[config.mk]
export PLATFORM = sky130hd
export DESIGN_NAME = flt2int_seq
export DESIGN_NICKNAME = d
export VERILOG_FILES = /design/src/rtl/flt2int_pkg.sv /design/src/rtl/flt_unpack.sv /design/src/rtl/flt2int_seq.sv
export SDC_FILE = /design/constraint.sdc
export NUM_CORES = 1
export LEC_CHECK = 0
export CORE_MARGIN = 5
export CORE_UTILIZATION = 40
export DETAILED_ROUTE_END_ITERATION = 6
export PLACE_DENSITY = 0.7
export REMOVE_ABC_BUFFERS = 1
export SLEW_MARGIN = 20
export SYNTH_ARGS = -nofsm -noshare
export SYNTH_HDL_FRONTEND = slang
export SYNTH_SLANG_ARGS = --single-unit
export TNS_END_PERCENT = 20
[constraint.sdc]
create_clock -name clk -period 5.84 [get_ports clk]
set_clock_uncertainty 0.2 [all_clocks]
set_input_delay 1.168 -clock clk [delete_from_list [all_inputs] [get_ports clk]]
set_output_delay 1.168 -clock clk [all_outputs]
set_load 0.02 [all_outputs]
[src/rtl/flt2int_pkg.sv]
// Shared types and helpers for the float-to-integer converter.
package flt2int_pkg;

    typedef enum logic [1:0] {IDLE, DECODE, SHIFT, ROUND} state_e;

    typedef enum logic {RM_TRUNC, RM_RNE} round_mode_e;

    // Exponent bias for an exponent field of the given width.
    function automatic int bias(input int exp_w);
        return (1 << (exp_w - 1)) - 1;
    endfunction

    // Largest positive two's-complement value of the given width.
    function automatic longint sat_pos(input int int_w);
        return (longint'(1) << (int_w - 1)) - 1;
    endfunction

    // Most negative two's-complement value of the given width.
    function automatic longint sat_neg(input int int_w);
        return -(longint'(1) << (int_w - 1));
    endfunction

endpackage

[src/rtl/flt_unpack.sv]
// Combinational field decode: classifies the float and picks the shift direction and count.
module flt_unpack
    import flt2int_pkg::*;
#(
    parameter int EXP_W = 5,
    parameter int MAN_W = 10,
    parameter int INT_W = 16,
    parameter int CNT_W = 5
) (
    input  logic [EXP_W+MAN_W:0]  flt_in,
    output logic                  sign,
    output logic [MAN_W:0]        sig,
    output logic signed [EXP_W+1:0] k,
    output logic                  is_zero,
    output logic                  is_inf,
    output logic                  is_nan,
    output logic                  shift_left,
    output logic [CNT_W-1:0]      shift_cnt
);

    localparam int BIAS = bias(EXP_W);
    localparam int K_W  = EXP_W + 2;

    logic [EXP_W-1:0] exp_f;
    logic [MAN_W-1:0] man_f;
    logic             exp_max;
    int               k_i;
    int               n_i;

    assign sign    = flt_in[EXP_W+MAN_W];
    assign exp_f   = flt_in[EXP_W+MAN_W-1:MAN_W];
    assign man_f   = flt_in[MAN_W-1:0];
    assign exp_max = &exp_f;
    assign sig     = {exp_f != '0, man_f};
    assign is_zero = (exp_f == '0) && (man_f == '0);
    assign is_inf  = exp_max && (man_f == '0);
    assign is_nan  = exp_max && (man_f != '0);

    // Unbiased exponent and shift plan; specials (Inf/NaN/too large) need no shifting.
    always_comb begin
        k_i        = (exp_f != '0) ? int'({1'b0, exp_f}) - BIAS : 1 - BIAS;
        n_i        = 0;
        shift_left = 1'b0;
        if (!exp_max && (k_i <= INT_W - 1)) begin
            if (k_i >= MAN_W) begin
                shift_left = 1'b1;
                n_i        = k_i - MAN_W;
            end else begin
                // Beyond MAN_W+2 steps every bit is already in sticky.
                n_i = (MAN_W - k_i < MAN_W + 2) ? MAN_W - k_i : MAN_W + 2;
            end
        end
    end

    assign k         = K_W'(k_i);
    assign shift_cnt = CNT_W'(n_i);

endmodule

[src/rtl/flt2int_seq.sv]
// Multi-cycle float to signed integer converter with a one-bit-per-cycle shifter.
// Optional status output enabled by defining FLT2INT_STATUS_EN.
module flt2int_seq
    import flt2int_pkg::*;
#(
    parameter int EXP_W = 5,
    parameter int MAN_W = 10,
    parameter int INT_W = 16
) (
    input  logic                 clk,
    input  logic                 reset,
    input  logic                 start,
    input  logic                 round_mode,
    input  logic [EXP_W+MAN_W:0] flt_in,
    output logic                 busy,
    output logic                 done,
    output logic [INT_W-1:0]     int_out
`ifdef FLT2INT_STATUS_EN
    ,
    output logic [2:0]           status
`endif
);

    localparam int FLT_W = 1 + EXP_W + MAN_W;
    localparam int MAG_W = INT_W + 1;
    localparam int CNT_W = $clog2(INT_W + 2);

    localparam logic [MAG_W-1:0] POS_LIM = MAG_W'(sat_pos(INT_W));
    localparam logic [MAG_W-1:0] NEG_LIM = MAG_W'(-sat_neg(INT_W));
    localparam logic [INT_W-1:0] POS_VAL = INT_W'(sat_pos(INT_W));
    localparam logic [INT_W-1:0] NEG_VAL = INT_W'(sat_neg(INT_W));

    state_e            state_q;
    logic [FLT_W-1:0]  flt_q;
    round_mode_e       rm_q;
    logic              sign_q, nan_q, ovf_q, zero_q, left_q;
    logic [CNT_W-1:0]  cnt_q;
    logic [MAG_W-1:0]  mag_q;
    logic              guard_q, sticky_q;

    logic                   u_sign, u_zero, u_inf, u_nan, u_left;
    logic [MAN_W:0]         u_sig;
    logic signed [EXP_W+1:0] u_k;
    logic [CNT_W-1:0]       u_cnt;
    logic                   big_in;

    logic                   inc;
    logic [MAG_W-1:0]       mag_rnd;
    logic                   pos_ovf, neg_ovf;
    logic [INT_W-1:0]       res;

    flt_unpack #(
        .EXP_W (EXP_W),
        .MAN_W (MAN_W),
        .INT_W (INT_W),
        .CNT_W (CNT_W)
    ) u_unpack (
        .flt_in     (flt_q),
        .sign       (u_sign),
        .sig        (u_sig),
        .k          (u_k),
        .is_zero    (u_zero),
        .is_inf     (u_inf),
        .is_nan     (u_nan),
        .shift_left (u_left),
        .shift_cnt  (u_cnt)
    );

    assign big_in = int'(u_k) > INT_W - 1;

    // Rounding increment, overflow detection and sign application for the ROUND state.
    always_comb begin
        inc     = (rm_q == RM_RNE) && guard_q && (sticky_q || mag_q[0]);
        mag_rnd = mag_q + MAG_W'(inc);
        pos_ovf = !sign_q && (mag_rnd > POS_LIM);
        neg_ovf = sign_q && (mag_rnd > NEG_LIM);
        res     = '0;
        if (nan_q) begin
            res = NEG_VAL;
        end else if (ovf_q) begin
            res = sign_q ? NEG_VAL : POS_VAL;
        end else if (pos_ovf) begin
            res = POS_VAL;
        end else if (neg_ovf) begin
            res = NEG_VAL;
        end else if (zero_q) begin
            res = '0;  // no negative zero
        end else if (sign_q) begin
            res = INT_W'(0) - mag_rnd[INT_W-1:0];
        end else begin
            res = mag_rnd[INT_W-1:0];
        end
    end

    // Control FSM, serial shifter and registered outputs.
    always_ff @(posedge clk) begin
        if (reset) begin
            state_q  <= IDLE;
            done     <= 1'b0;
            busy     <= 1'b0;
            int_out  <= '0;
            flt_q    <= '0;
            rm_q     <= RM_TRUNC;
            sign_q   <= 1'b0;
            nan_q    <= 1'b0;
            ovf_q    <= 1'b0;
            zero_q   <= 1'b0;
            left_q   <= 1'b0;
            cnt_q    <= '0;
            mag_q    <= '0;
            guard_q  <= 1'b0;
            sticky_q <= 1'b0;
`ifdef FLT2INT_STATUS_EN
            status   <= '0;
`endif
        end else begin
            unique case (state_q)
                IDLE: begin
                    done <= 1'b0;
                    busy <= start;
                    if (start) begin
                        flt_q   <= flt_in;
                        rm_q    <= round_mode_e'(round_mode);
                        state_q <= DECODE;
                    end
                end
                DECODE: begin
                    sign_q   <= u_sign;
                    nan_q    <= u_nan;
                    ovf_q    <= u_inf | big_in;
                    zero_q   <= u_zero;
                    left_q   <= u_left;
                    cnt_q    <= u_cnt;
                    mag_q    <= {{(MAG_W - MAN_W - 1){1'b0}}, u_sig};
                    guard_q  <= 1'b0;
                    sticky_q <= 1'b0;
                    state_q  <= SHIFT;
                end
                SHIFT: begin
                    if (cnt_q == '0) begin
                        state_q <= ROUND;
                    end else begin
                        cnt_q <= cnt_q - CNT_W'(1);
                        if (left_q) begin
                            mag_q <= mag_q << 1;
                        end else begin
                            mag_q    <= mag_q >> 1;
                            guard_q  <= mag_q[0];
                            sticky_q <= sticky_q | guard_q;
                        end
                    end
                end
                ROUND: begin
                    int_out <= res;
                    done    <= 1'b1;
                    state_q <= IDLE;
`ifdef FLT2INT_STATUS_EN
                    status  <= {nan_q,
                                !nan_q & (ovf_q | pos_ovf | neg_ovf),
                                guard_q | sticky_q | nan_q | ovf_q | pos_ovf | neg_ovf};
`endif
                end
                default: state_q <= IDLE;
            endcase
        end
    end

endmodule
* Yosys cells after proc, flatten, opt, wreduce, memory -nomap -nowiden *
Index checks and enable logic that the tools add are counted.

operators by class
  add/sub/neg operators = 6
  $mul = 0
  divide/modulo/power cells = 0
  $lt $le $gt $ge = 6
  equal/unequal tests = 7
  shift-type cells = 0
  multiplexer cells = 28
  bitwise gates (word level) = 2
  reductions and logical operators = 24

operators by type and width
  cell                   number
  $mux 16                7
  $mux 17                2
  $pmux 17 s2            1
  $ge 32x5->1 const B    1
  $le 32x5->1 const B    1
  $lt 32x5->1 const B    1
  $mux 32                1
  $sub 5x32->32 const A  1
  $mux 5                 4
  $add 17x1->17          1
  $gt 17x15->1 const B   1
  $gt 17x16->1 const B   1
  $sub 1x16->16 const A  1
  $logic_not 10->1       1
  $logic_not 5->1        2
  $pmux 5 s2             1
  $reduce_bool 10->1     1
  $logic_and 1x1->1      8
  $ne 2x2->1 const B     4
  $pmux 2 s4             1
  $gt 7x5->1 const B     1
  $mux 1                 6
  $pmux 1 s2             3
  $reduce_and 2->1       3
  14 further kinds       19

word-level totals
  bits in registers = 66
  latch bits = 0
  memory bits (writable) = 0
  bits in read-only memories = 0
  output and inout port bits = 18
  logic and storage cells = 88
  memories kept = 0

* Longest topological paths before layout *
  depth after elaboration = 10
  depth in mapped cells = 21
  mapped depth without buffers = 21

* By module *
A second synthesis with hierarchy kept.

unflattened totals
  cell total of the unflattened synthesis = 655
  area total of the unflattened synthesis = 5038.6 um2

modules (own cells, without submodules)
  module       times used  cells each  area an instance (um2)
  flt2int_seq  1           549         4229.1
  flt_unpack   1           106         809.5

* Worst setup path after synthesis *
OpenSTA, ideal clock, no wires.

  path kind = register -> register
  start point = reg flt_q[10]
  end point = reg cnt_q[3]
  library setup time = 86 ps
  arrival = 3370 ps
  data required time = 5554 ps
  setup slack = 2184 ps
  cell stages (with the launch flop) = 21
  buffers on the path = 0
  path through = dfxtp_1 -> inv_1 -> ha_1 -> nor3b_1 -> o21ai_1 -> inv_1 -> ha_1 -> nor2_1 -> a21oi_1 -> nand3_1 -> o21ai_0 -> nand2_1 -> inv_1 -> ha_1 -> xnor2_1 -> xnor2_1 -> a31oi_2 -> mux2i_1 -> xnor2_1 -> o21ai_0 -> a211oi_1

on the way
  cells in the longest elaborated chain, start to end = 8
  elaborated cells on any way between the ends = 15
  classes of those cells = add/sub (3); order compare (3); mux (5); reduce/logical (4)

ends and longest elaborated chain
  item                                              line                source
  from (decl)                                       flt2int_seq.sv:34   logic [FLT_W-1:0] flt_q;
  from (signal assigned)                            flt2int_seq.sv:122  flt_q <= flt_in;
  $sub 5x4->6 or $reduce_bool 5->1 (tied branches)  flt_unpack.sv:41    k_i = (exp_f != '0) ? int'({1'b0, exp_f}) - BIAS : 1 - BIAS;
  $mux 32                                           flt_unpack.sv:41
  $sub 5x32->32                                     flt_unpack.sv:50    n_i = (MAN_W - k_i < MAN_W + 2) ? MAN_W - k_i : MAN_W + 2;
  $lt 32x5->1                                       flt_unpack.sv:50
  $mux 5                                            flt_unpack.sv:50
  $mux 5                                            flt_unpack.sv:45    if (k_i >= MAN_W) begin
  $mux 5 *                                          flt_unpack.sv:44    if (!exp_max && (k_i <= INT_W - 1)) begin
  $pmux 5 s2 *                                      flt2int_seq.sv:117  unique case (state_q)
  to (signal assigned)                              flt2int_seq.sv:133  cnt_q <= u_cnt;
  to (signal assigned)                              flt2int_seq.sv:143  cnt_q <= cnt_q - CNT_W'(1);
  to (decl)                                         flt2int_seq.sv:37   logic [CNT_W-1:0] cnt_q;

Every way passes the cells marked *; elsewhere a longest branch is shown, timed or not.
A chain may end at the register's enable or synchronous reset.

* Worst setup path in the final report *
  start point = reg flt_q[10]
  end point = reg cnt_q[0]

The elaborated chain is that of the path after synthesis.

==> impl_metrics.toml <==
[logic_synthesis]
netlist_area_um2 = 4810
synth-compound-area-share_pct = 23.7
avgSynthCellArea_um2 = 7.61
synthSimpleGateAreaFrac_pct = 24.7
synthMuxAreaShare_pct = 4.50
ys_warn_count = 0
synth_top_family_by_area = "simple AND/OR/NAND/NOR gates"
synthAdderAreaFrac_pct = 8.06
synth-main-ff-cell = "dfxtp_1"
synth_edf_count = 0
ys_seq_area_share_pct = 27.4
async_reset_ff_share_pct = 0
netlist_instances = 633
synth_seq_cells = 66
synth_xor_area_share_pct = 6.00
netlist-cell-type-count = 64

[placement]
place_inst = 774
io_buffers = 37
pre_cts_slack_ps = 1500
dp_hpwl_um = 8670
placed_cell_area_um2 = 5210
finalWeightedCongestion = 0.879

[power]
power_density_nw_per_um2 = 377
p_leak_nw = 2.01
total_power_mw = 2.08
ir_drop_mv = 0.190

[clock_tree]
clkTransAtPathRegs_ps = 60
clock_path_buffers = 2
post_cts_buffers = 0
cts_sinks = 66
cts-root-buf = "clkbuf_16"
ctsResizeCount = 0
numCtsBuffers = 9
cts_tree = "done"
h-tree-depth = 3
hold_buffers = 0
clock_latency_ps = 340

[global_route]
grt_pass1_vias = 4096
grt_max_degree = 41
grt_pass1_wl_um = 20500
grt_usage_pct = 17.1
grt_antenna_before_repair = 0
grt-ovfl-total = 0

[layout]
multi_input_area_um2 = 3220
final_cell_area_um2 = 5520
layout_commonest_cell = "nand2_1"
register_area_um2 = 1320
fin_util_pct = 46.3
stdcell_count = 790
diodes = 0
area_growth_pct = 14.6
drive_above_1_share_pct = 5.44
finish.net_count = 689
fillers = 1185
layout_common_cells = "nand2_1 (110), dfxtp_1 (66), a21oi_1 (62)"

[sta]
tightest_slew_ps = 887
post-route-period-util_pct = 76.0
finalHoldViolCount = 0
slew_headroom_pct = 40.8
clock.fmax_mhz = 225
finalCriticalPeriod_ps = 4440
setup_violations = 0
timing.final.ws_setup_ps = 1400
whs_ps = 271
rsz0062_at_grt = "no"
maxSlewViolCount = 0
setup_tns_ps = 0

[critical_path]
crit_required_ps = 5890
path_buf_inv = 3
endpoint = "cnt_q[0]"
r2r_cells = 18
crit_arrival_ps = 4490
ff2ff_setup_slack_ps = 1400
r2r_end = "cnt_q[0]"
endpoint_kind = "register"
crit_slowest_cell = "nor4b_1"
timing.rr.start = "flt_q[10]"
cp_num_cells = 18
crit_fanout = 7
critPathLaunch = "flt_q[10]"
criticalPathCategory = "reg -> reg"
slowest_delay_ps = 450
cp_top_family = "simple AND/OR/NAND/NOR gates"
worstSetupStartpointType = "register"
path_cells = "inv_1 > ha_1 > nor3b_1 > nor2b_1 > nor2_1 > inv_1 > ha_1 > inv_1 > o211a_1 > o211ai_1 > ha_1 > nor4b_1 > nand3_1 > nor4_1 > o21ai_0 > o21ai_0 > a31oi_1 > a211oi_1"

[routing]
drc = 0
first_iter_violations = 345
detail_route.vias_per_cell = 5.72
dr.pass1.iters = 6
vias = 4519
wl_per_cell_um = 15.1
ant_nets = 0
routed_wl_um = 12000

[die]
core_area_um2 = 11900
fp.dieW_um = 120
dieArea_um2 = 14300
num_rows = 40
start_util_pct = 40.4
die_height_um = 120
pin_count = 38

[status]
outcome = "finished clean"

[worst_hold_path]
hold_class = "reg -> reg"

[run]
cap_violations = 0
[registers in the layout (all words and copies together), names as in the netlist]
signal	cells
busy	1
cnt_q	5
done	1
flt_q	16
guard_q	1
int_out	16
left_q	1
mag_q	17
nan_q	1
ovf_q	1
rm_q	1
sign_q	1
state_q	2
sticky_q	1
zero_q	1
[cells by family after synthesis]
group | after synthesis
adder cells (fa/ha/maj) | 31
XOR/XNOR | 33
multiplexers | 21
AO/OA/AOI/OAI | 169
AND/OR/NAND/NOR | 244
flip-flops | 66
buffers and inverters | 69
[power by group]
group	total, mW	switching (mW)	leakage, nW	internal (mW)
clock network	0.555	0.200	0.150	0.355
logic	0.878	0.543	1.32	0.335
registers	0.647	0.124	0.536	0.523
total	2.08	0.867	2.01	1.21
[area by class of cell]
class                      instances  share of cell area (%)
inverter                          21                    1.43
timing repair buffer              42                    7.30
sequential                        66                    23.9
clock buffer                      13                    4.72
multi-input combinational        498                    58.4
clock inverter                     3                   0.861
tap                              147                    3.33
[how the worst min path moves through the flow]
stage / from / slack (ps) / cells past startpoint / to
after floorplan: flt_q[15] / 230 / 2 / flt_q[15]
after global placement: flt_q[0] / 260 / 2 / flt_q[0]
after detailed placement: flt_q[6] / 260 / 2 / flt_q[6]
after CTS: flt_q[6] / 270 / 2 / flt_q[6]
after global routing: flt_q[5] / 300 / 2 / flt_q[5]
final: flt_q[6] / 270 / 2 / flt_q[6]
[worst register-to-register path, delay by kind of cell (launching register included)]
| kind | cells | cell delay (ps) |
|---|---|---|
| DFF | 1 | 440 |
| and+or+nand+nor | 6 | 1460 |
| adders and majority gates | 3 | 730 |
| buffers and inverters | 3 | 310 |
| AOI/OAI and AO/OA | 6 | 1220 |
[layer usage]
metal / up-vias / track usage, % / routed length [µm]
met5: - / 0 / 0
met4: 0 / 5.73 / 202
met3: 21 / 4.52 / 631
li1: 2283 / - / -
met1: 2096 / 23.1 / 5690
met2: 119 / 26.3 / 5430
[cells in the mapped netlist, drive strengths merged (4+ instances only)]
cell    instances  area [µm²]
dfxtp          66        1320
ha             31         388
nand3          17        85.1
and4            5        43.8
inv            21        78.8
or2             4        25.0
nor3           11        66.3
nand4          13        87.6
mux2i          16         160
buf             9        43.8
nor2b           6        37.5
o41ai           5        62.6
xnor2          21         184
nor2           34         128
nor4            7        43.8
and2            9        56.3
xor2           12         105
nand2         110         413
a31oi           7        50.1
mux2            5        56.3
and3            6        37.5
o211ai         19         143
nand2b          8        50.1
a311oi         14         123
a211oi          9        67.6
a21oi          62         310
o21ai          22         110
clkbuf         39         146
(Power assumes the default switching activity.)
